## config.mk

```make
export PLATFORM = sky130hd
export DESIGN_NAME = mem_arbiter
export DESIGN_NICKNAME = d
export VERILOG_FILES = /design/src/rtl/mem_arb_pkg.sv /design/src/rtl/mem_arb_prio.sv /design/src/rtl/mem_arbiter.sv
export SDC_FILE = /design/constraint.sdc
export NUM_CORES = 1
export LEC_CHECK = 0
export CAP_MARGIN = 20
export CORE_MARGIN = 5
export CORE_UTILIZATION = 36
export DETAILED_ROUTE_END_ITERATION = 12
export GPL_TIMING_DRIVEN = 0
export HOLD_SLACK_MARGIN = 0.03
export PLACE_DENSITY = 0.93
export SETUP_SLACK_MARGIN = 0.5
export SKIP_LAST_GASP = 1
export SYNTH_ARGS = -nofsm -noshare
export SYNTH_HDL_FRONTEND = slang
export SYNTH_SLANG_ARGS = --single-unit
```

## constraint.sdc

```tcl
create_clock -name Clock -period 3.7 [get_ports Clock]
set_clock_uncertainty 0.15 [all_clocks]
set_input_delay 0.74 -clock Clock [delete_from_list [all_inputs] [get_ports Clock]]
set_output_delay 0.74 -clock Clock [all_outputs]
set_load 0.02 [all_outputs]
```

## src/rtl/mem_arb_pkg.sv

```systemverilog
// Shared types and defaults for the instruction/data memory arbiter.
package mem_arb_pkg;

    localparam int ADDR_W_DEF     = 10;
    localparam int STARVE_MAX_DEF = 3;

    typedef enum logic [1:0] {
        IDLE   = 2'd0,
        IF_RD  = 2'd1,
        MEM_RD = 2'd2
    } arb_state_e;

    function automatic int cnt_width(input int max_val);
        return (max_val < 1) ? 1 : $clog2(max_val + 1);
    endfunction

endpackage

```

## src/rtl/mem_arb_prio.sv

```systemverilog
// Data-over-fetch priority with a starvation counter that forces a fetch
// grant after STARVE_MAX consecutive data wins.
module mem_arb_prio
    import mem_arb_pkg::*;
#(
    parameter int STARVE_MAX = STARVE_MAX_DEF,
    localparam int CW        = cnt_width(STARVE_MAX)
) (
    input  logic Clock,
    input  logic Resetn,
    input  logic if_req,
    input  logic mem_req,
    output logic if_gnt,
    output logic mem_gnt
);

    logic [CW-1:0] starve_cnt;
    logic          starve_full;

    assign starve_full = (starve_cnt == CW'(STARVE_MAX));
    assign if_gnt      = ~Resetn & if_req & (~mem_req | starve_full);
    assign mem_gnt     = ~Resetn & mem_req & ~if_gnt;

    // Counts only while fetch is actually waiting behind a data grant.
    always_ff @(posedge Clock) begin
        if (Resetn)
            starve_cnt <= '0;
        else if (mem_gnt & if_req) begin
            if (!starve_full)
                starve_cnt <= starve_cnt + CW'(1);
        end else
            starve_cnt <= '0;
    end

endmodule

```

## src/rtl/mem_arbiter.sv

```systemverilog
// Single-port RAM arbiter between instruction fetch and data access, with a
// one-cycle pipelined read return per side.
module mem_arbiter
    import mem_arb_pkg::*;
#(
    parameter int ADDR_W     = ADDR_W_DEF,
    parameter int STARVE_MAX = STARVE_MAX_DEF
) (
    input  logic              Clock,
    input  logic              Resetn,
    input  logic              if_req,
    input  logic [31:0]       if_addr,
    output logic              if_gnt,
    output logic              if_rvalid,
    output logic [31:0]       if_rdata,
    input  logic              mem_req,
    input  logic              mem_we,
    input  logic [31:0]       mem_addr,
    input  logic [31:0]       mem_wdata,
    output logic              mem_gnt,
    output logic              mem_rvalid,
    output logic [31:0]       mem_rdata,
    output logic              ram_en,
    output logic              ram_we,
    output logic [ADDR_W-1:0] ram_addr,
    output logic [31:0]       ram_wdata,
    input  logic [31:0]       ram_rdata,
    output logic              stall,
    output logic              misalign
);

    arb_state_e  state, state_nxt;
    logic [31:0] gnt_addr;
    logic [31:0] if_rdata_q, mem_rdata_q;
    logic        unused_addr;

    mem_arb_prio #(.STARVE_MAX(STARVE_MAX)) u_prio (
        .Clock   (Clock),
        .Resetn  (Resetn),
        .if_req  (if_req),
        .mem_req (mem_req),
        .if_gnt  (if_gnt),
        .mem_gnt (mem_gnt)
    );

    assign gnt_addr    = mem_gnt ? mem_addr : if_addr;
    assign ram_en      = if_gnt | mem_gnt;
    assign ram_we      = mem_gnt & mem_we;
    assign ram_addr    = gnt_addr[ADDR_W+1:2];
    assign ram_wdata   = mem_wdata;
    assign misalign    = ram_en & (|gnt_addr[1:0]);
    assign stall       = ~Resetn & ((if_req & ~if_gnt) | (mem_req & ~mem_gnt));
    assign unused_addr = ^gnt_addr;

    always_ff @(posedge Clock) begin
        if (Resetn)
            state <= IDLE;
        else
            state <= state_nxt;
    end

    // State names whose read returns next cycle; no dependence on current state.
    always_comb begin
        state_nxt = IDLE;
        if (if_gnt)
            state_nxt = IF_RD;
        else if (mem_gnt & ~mem_we)
            state_nxt = MEM_RD;
    end

    always_comb begin
        if_rvalid  = 1'b0;
        mem_rvalid = 1'b0;
        if (!Resetn) begin
            case (state)
                IF_RD:   if_rvalid  = 1'b1;
                MEM_RD:  mem_rvalid = 1'b1;
                default: ;
            endcase
        end
    end

    always_ff @(posedge Clock) begin
        if (Resetn) begin
            if_rdata_q  <= '0;
            mem_rdata_q <= '0;
        end else begin
            if (if_rvalid)  if_rdata_q  <= ram_rdata;
            if (mem_rvalid) mem_rdata_q <= ram_rdata;
        end
    end

    assign if_rdata  = if_rvalid  ? ram_rdata : if_rdata_q;
    assign mem_rdata = mem_rvalid ? ram_rdata : mem_rdata_q;

endmodule

```

## Yosys cells after proc, flatten, opt, wreduce, memory -nomap -nowiden

Cells that the tools add are included.

- Flip-flop bits (word level): 68
- Input bits: 133
- Output and inout port bits: 114

- Eq/ne operators: 3
- $add $sub $neg: 1
- Bitwise gates (word level): 20
- Muxes and demuxes: 9
- Reductions and logical operators: 3

Operators with widths:

| operator | number |
|---|---|
| $mux 32 | 2 |
| $mux 12 | 1 |
| $and 1x1->1 | 11 |
| $not 1->1 | 6 |
| $reduce_or 2->1 | 3 |
| $mux 1 | 5 |
| $eq 2x2->1 const B | 2 |
| $or 1x1->1 | 3 |
| $add 2x1->2 const B | 1 |
| $eq 2x1->1 const B | 1 |
| $mux 2 | 1 |

## Longest topological paths before layout

- Depth after elaboration: 9
- Mapped depth: 6

## By module

From an unflattened synthesis, not the netlist that was laid out.

- Cells, all modules: 423
- Area total of the unflattened synthesis: 3897.5 um^2

Modules (own cells, without submodules):

| module | area an instance (um^2) | cells an instance | instances |
|---|---|---|---|
| mem_arbiter | 3797.4 | 412 | 1 |
| mem_arb_prio | 100.1 | 11 | 1 |

## Worst setup path before layout

Ideal clock, no wire load.

- Path kind: input -> output
- From: input Resetn
- To: output ram_addr[3]
- Path slack: 946 ps
- Stages on the path: 5
- Arrival: 1864 ps
- Required time: 2810 ps
- Path through: buf_6 -> and3b_1 -> clkbuf_1 -> buf_4 -> mux2_2

- Longest elaborated chain between the ends: 6
- Elaborated cells on any way between the ends: 7
- Classes of those cells: mux (1); bitwise (6)

RTL lines:

| element | RTL line | RTL |
|---|---|---|
| from (decl) | mem_arbiter.sv:10 | `input logic Resetn,` |
| $not 1->1 (*) | mem_arb_prio.sv:21, mem_arb_prio.sv:22 |  |
| $and 1x1->1 (2 in a row) | mem_arb_prio.sv:21 | `assign if_gnt = ~Resetn & if_req & (~mem_req \| starve_full);` |
| $not 1->1 | mem_arb_prio.sv:22 | `assign mem_gnt = ~Resetn & mem_req & ~if_gnt;` |
| $and 1x1->1 (*) | mem_arb_prio.sv:22 |  |
| net mem_gnt | mem_arbiter.sv:20 | `output logic mem_gnt,` |
| $mux 12 (*) | mem_arbiter.sv:46 | `assign gnt_addr = mem_gnt ? mem_addr : if_addr;` |
| to (decl) | mem_arbiter.sv:25 | `output logic [ADDR_W-1:0] ram_addr,` |

The timed path passes the listed nets; every way through them passes the cells marked *.

## Worst setup path after layout

- From: input if_req
- To: output ram_addr[5]

- Longest elaborated chain between the ends: 5

RTL lines:

| element | RTL line | RTL |
|---|---|---|
| from (decl) | mem_arbiter.sv:11 | `input logic if_req,` |
| $and 1x1->1 (2 in a row) | mem_arb_prio.sv:21 |  |
| $not 1->1 | mem_arb_prio.sv:22 |  |
| $and 1x1->1 | mem_arb_prio.sv:22 |  |
| $mux 12 | mem_arbiter.sv:46 |  |

No other way between the ends.

==> results by stage <==
Drt:
- Before antenna repair, the detailed router went through 4 iterations.
- Dividing the detail-routed wire length by the instance count gives 16.7 um.
- In the routed design, unresolved DRC markers number 0.
- After detailed routing, the total wire length is 9590 um.
- The starting DRC count in detailed routing is 22.
- The routed via count is 2,607.
- In the routed layout, each cell is associated on average with a via count of 4.54.
- The number of nets with antenna violations after detailed routing is 0.

Timing:
- The normalized max-slew margin is 69.7%.
- The shortest period the worst path allows is 3.14 ns.
- Setup repair after global routing left no endpoint under its margin.
- The highest clock rate is 0.319 GHz.
- The number of setup violations in the final report is 0.
- The final count of pins violating max slew is 0.
- For the final routed database, the setup TNS stands at 0 ns.
- Hold timing on the final database bottoms out at a slack of 0.288 ns.
- The post-layout worst setup margin is 0.565 ns.
- The slew of the pin with the lowest slew margin is 0.455 ns.
- The portion of the clock cycle consumed by the worst path in the final layout is 84.7%.
- The final count of hold timing violations is 0.

Setup path:
- STA puts the critical path data arrival time at 2.25 ns.
- Of all nets on the critical path, the largest fanout is 10.
- The number of cell instances on the worst register-to-register path is 5.
- By startpoint and endpoint, the worst setup path is classified as input port to output pin.
- The category of cells accounting for the largest share of critical-path delay is buffers and inverters.
- STA puts the critical path data required time at 2.81 ns.
- The critical path's slowest cell is sky130_fd_sc_hd__mux2_2.
- The number of gates on the worst path with buffers counted is 7.
- The signal on the critical path passes through dlygate4sd2_1 > nand2_1 > and3b_1 > clkbuf_4 > buf_6 > mux2_2 > dlygate4sd2_1.
- On the worst path, the slowest cell contributes a delay of 0.33 ns.
- The kind of launch point of the worst setup path is an input port.
- Together, buffers and inverters on the worst path number 4.
- The worst setup path is captured at an output pin.
- In this design, the critical path's most frequently occurring cell is sky130_fd_sc_hd__dlygate4sd2_1.

Global routing:
- The via count of the first global-routing pass is 2,995.
- Global routing consumed, over all layers together, 17.4% of the routing resources.
- The leftover overflow at the end of global routing is 0.
- Entering global routing, the biggest net connects 11 pins.
- The initial antenna violation count came to 0.
- The wire length of the first global-routing pass is 15,100 um.

Synth:
- The synthesized area is 3170 um2.
- The average footprint of a synthesized cell is 11.6 um2.
- The gate count of the mapped netlist is 273.
- Ranked by total cell area, the synthesized netlist is headed by sky130_fd_sc_hd__dfxtp_1 43%, sky130_fd_sc_hd__mux2_2 26%, sky130_fd_sc_hd__and2b_1 14%.
- The count of different cell masters after synthesis is 21.
- The top cell type by area accounts for 42.9% of the synthesized area.
- The part of the Yosys area used for sequential elements is 42.9%.
- The count of state elements after synthesis is 68.
- The largest total area in the synthesized netlist belongs to sky130_fd_sc_hd__dfxtp_1.
- The Yosys warning count is 0.
- The number of nets in the synthesized netlist is 407.

Cells and area:
- The area of the multi-input gates is 1450 um2.
- In the layout the commonest cells are 101 x sky130_fd_sc_hd__clkdlybuf4s50_1, 72 x sky130_fd_sc_hd__mux2_2, 68 x sky130_fd_sc_hd__dfxtp_1.
- The net count of the finished layout is 597.
- In the final layout, flip-flops and latches occupy 1360 um2.
- Counting the fill cells in the layout gives 700.
- The most frequent standard cell in the layout excluding fill and tap cells is sky130_fd_sc_hd__clkdlybuf4s50_1.
- The design area is 5400 um2.
- The growth of design area from synthesis to finish is 70.1%.
- Of the cells placed in the final design, the portion with a size suffix greater than 1 is 29.8%.
- 0 antenna diodes ended up in the layout.
- The count of non-filler cells in the finished layout is 574.

CTS:
- The root cell of the clock tree is sky130_fd_sc_hd__clkbuf_8.
- The clock insertion delay at the later pin of the skew report is 0.32 ns.
- The sink count of the clock tree is 68.
- In this run, post-CTS hold repair placed 0 buffers.
- The clock transition at the registers of the reported paths is 0.06 ns.
- TritonCTS built the clock tree.
- Buffers inserted during clock tree synthesis total 9.
- The H-tree generated during clock tree synthesis spans 3 levels.
- The clock passes through at most 2 buffers.

Floorplan:
- The core footprint is 8680 um2.
- The number of top-level design ports is 247.
- The die covers 10,800 um2.
- The die width is 104 um.
- The row count is 34.
- Measured along the y axis, the die boundary spans 104 um.
- The initial core utilization is 36.6%.

Status:
- The run finished with clean final reports.

Placed design:
- The pre-CTS setup slack is 0.00111 ns.
- The post-placement cell area is 5040 um2.
- The cell total after placement is 554.
- Detailed placement finished with a half-perimeter wire length of 7680 um.
- The placer's final routability congestion estimate is 0.734.
- Buffers placed on the I/O ports in this run total 173.

Hold path:
- The worst min-delay path category is flip-flop to flip-flop.
- The cell depth of the worst min-delay path is 1.

Power and ir drop:
- The worst IR drop on VDD is 0.140 mV.
- Dividing total power by cell area gives a power density of 308 nW/um2.
- The leakage dissipation is 3.43 nW.

Run:
- The max-cap violation count is 0.
==> worst reg2reg max path, cell delays in order, from the launching register on <==
cell	delay (ns)
sky130_fd_sc_hd__dfxtp_1	0.39
sky130_fd_sc_hd__nor3b_4	0.22
sky130_fd_sc_hd__buf_4	0.16
sky130_fd_sc_hd__buf_6	0.15
sky130_fd_sc_hd__mux2_2	0.36
sky130_fd_sc_hd__and2b_1	0.16
==> routing by layer <==
metal  track usage, %  vias to the layer above  part of all wire, %
met5                0                        -                    0
met4             4.90                        0                  1.4
met3             7.14                       14                  8.5
met2             33.3                      126                   55
met1             16.8                     1221                   36
li1                 -                     1246                    -
==> cell usage after synthesis, drive strengths merged <==
| library cell | number |
|---|---|
| nand2 | 1 |
| o311a | 1 |
| ha | 1 |
| nor2 | 3 |
| nand4b | 1 |
| nand3b | 1 |
| dfxtp | 68 |
| nor2b | 8 |
| inv | 1 |
| nor3 | 1 |
| and3b | 1 |
| and2b | 58 |
| mux2 | 74 |
| nor3b | 5 |
| clkbuf | 7 |
| buf | 41 |
| and2 | 1 |
==> worst paths after layout <==
kind	slack, ns	to	from
setup / recovery	0.56	ram_addr[5]	if_req
hold / removal	0.29	u_prio.starve_cnt[0]$_SDFFE_PP0N_	u_prio.starve_cnt[0]$_SDFFE_PP0N_
setup reg to reg	2.01	mem_rdata_q[10]$_SDFF_PP0_	state[1]$_SDFF_PP0_
hold reg to reg	0.29	u_prio.starve_cnt[0]$_SDFFE_PP0N_	u_prio.starve_cnt[0]$_SDFFE_PP0N_
==> cell type report <==
class / count / area share [%]
Timing Repair Buffer: 179 / 35.3
Clock buffer: 12 / 3.06
Clock inverter: 2 / 0.185
Inverter: 1 / 0.0695
Tap cell: 108 / 2.50
Buffer: 48 / 6.74
Sequential cell: 68 / 25.2
Multi-Input combinational cell: 156 / 26.9
==> through the flow <==
stage | util (%) | power (W)
floorplan | - | 0.000949
global placement | 58.1 | 0.00114
detailed placement | 58.1 | 0.00115
CTS | 60.5 | 0.00170
global route | 62.2 | 0.00174
finish | 62.2 | 0.00166
==> sequential cells by signal (all words and copies together) (netlist names) <==
signal	cells
state	2
if_rdata_q	32
mem_rdata_q	32
u_prio.starve_cnt	2
==> what timing repair did <==
action / CTS / global route
setup buffers: 6 / 0
gates cloned: 0 / 0
gates resized for setup: 25 / 61
pin swaps: 2 / 0
setup endpoints to repair: 71 / 61
==> where the power goes <==
part           switching [W]  internal (W)
sequential        0.00000433      0.000747
combinational       0.000154      0.000210
clock               0.000260      0.000289
total               0.000419       0.00125
==> cell families after synthesis <==
| kind of cell | synth area share, % |
|---|---|
| flip-flops | 42.9 |
| AO/OA/AOI/OAI | 0.315 |
| adder cells (fa/ha/maj) | 0.394 |
| buffers and inverters | 11.4 |
| AND/OR/NAND/NOR | 18.8 |
| multiplexers | 26.3 |
Note: power is estimated with default switching activity, not from simulation.
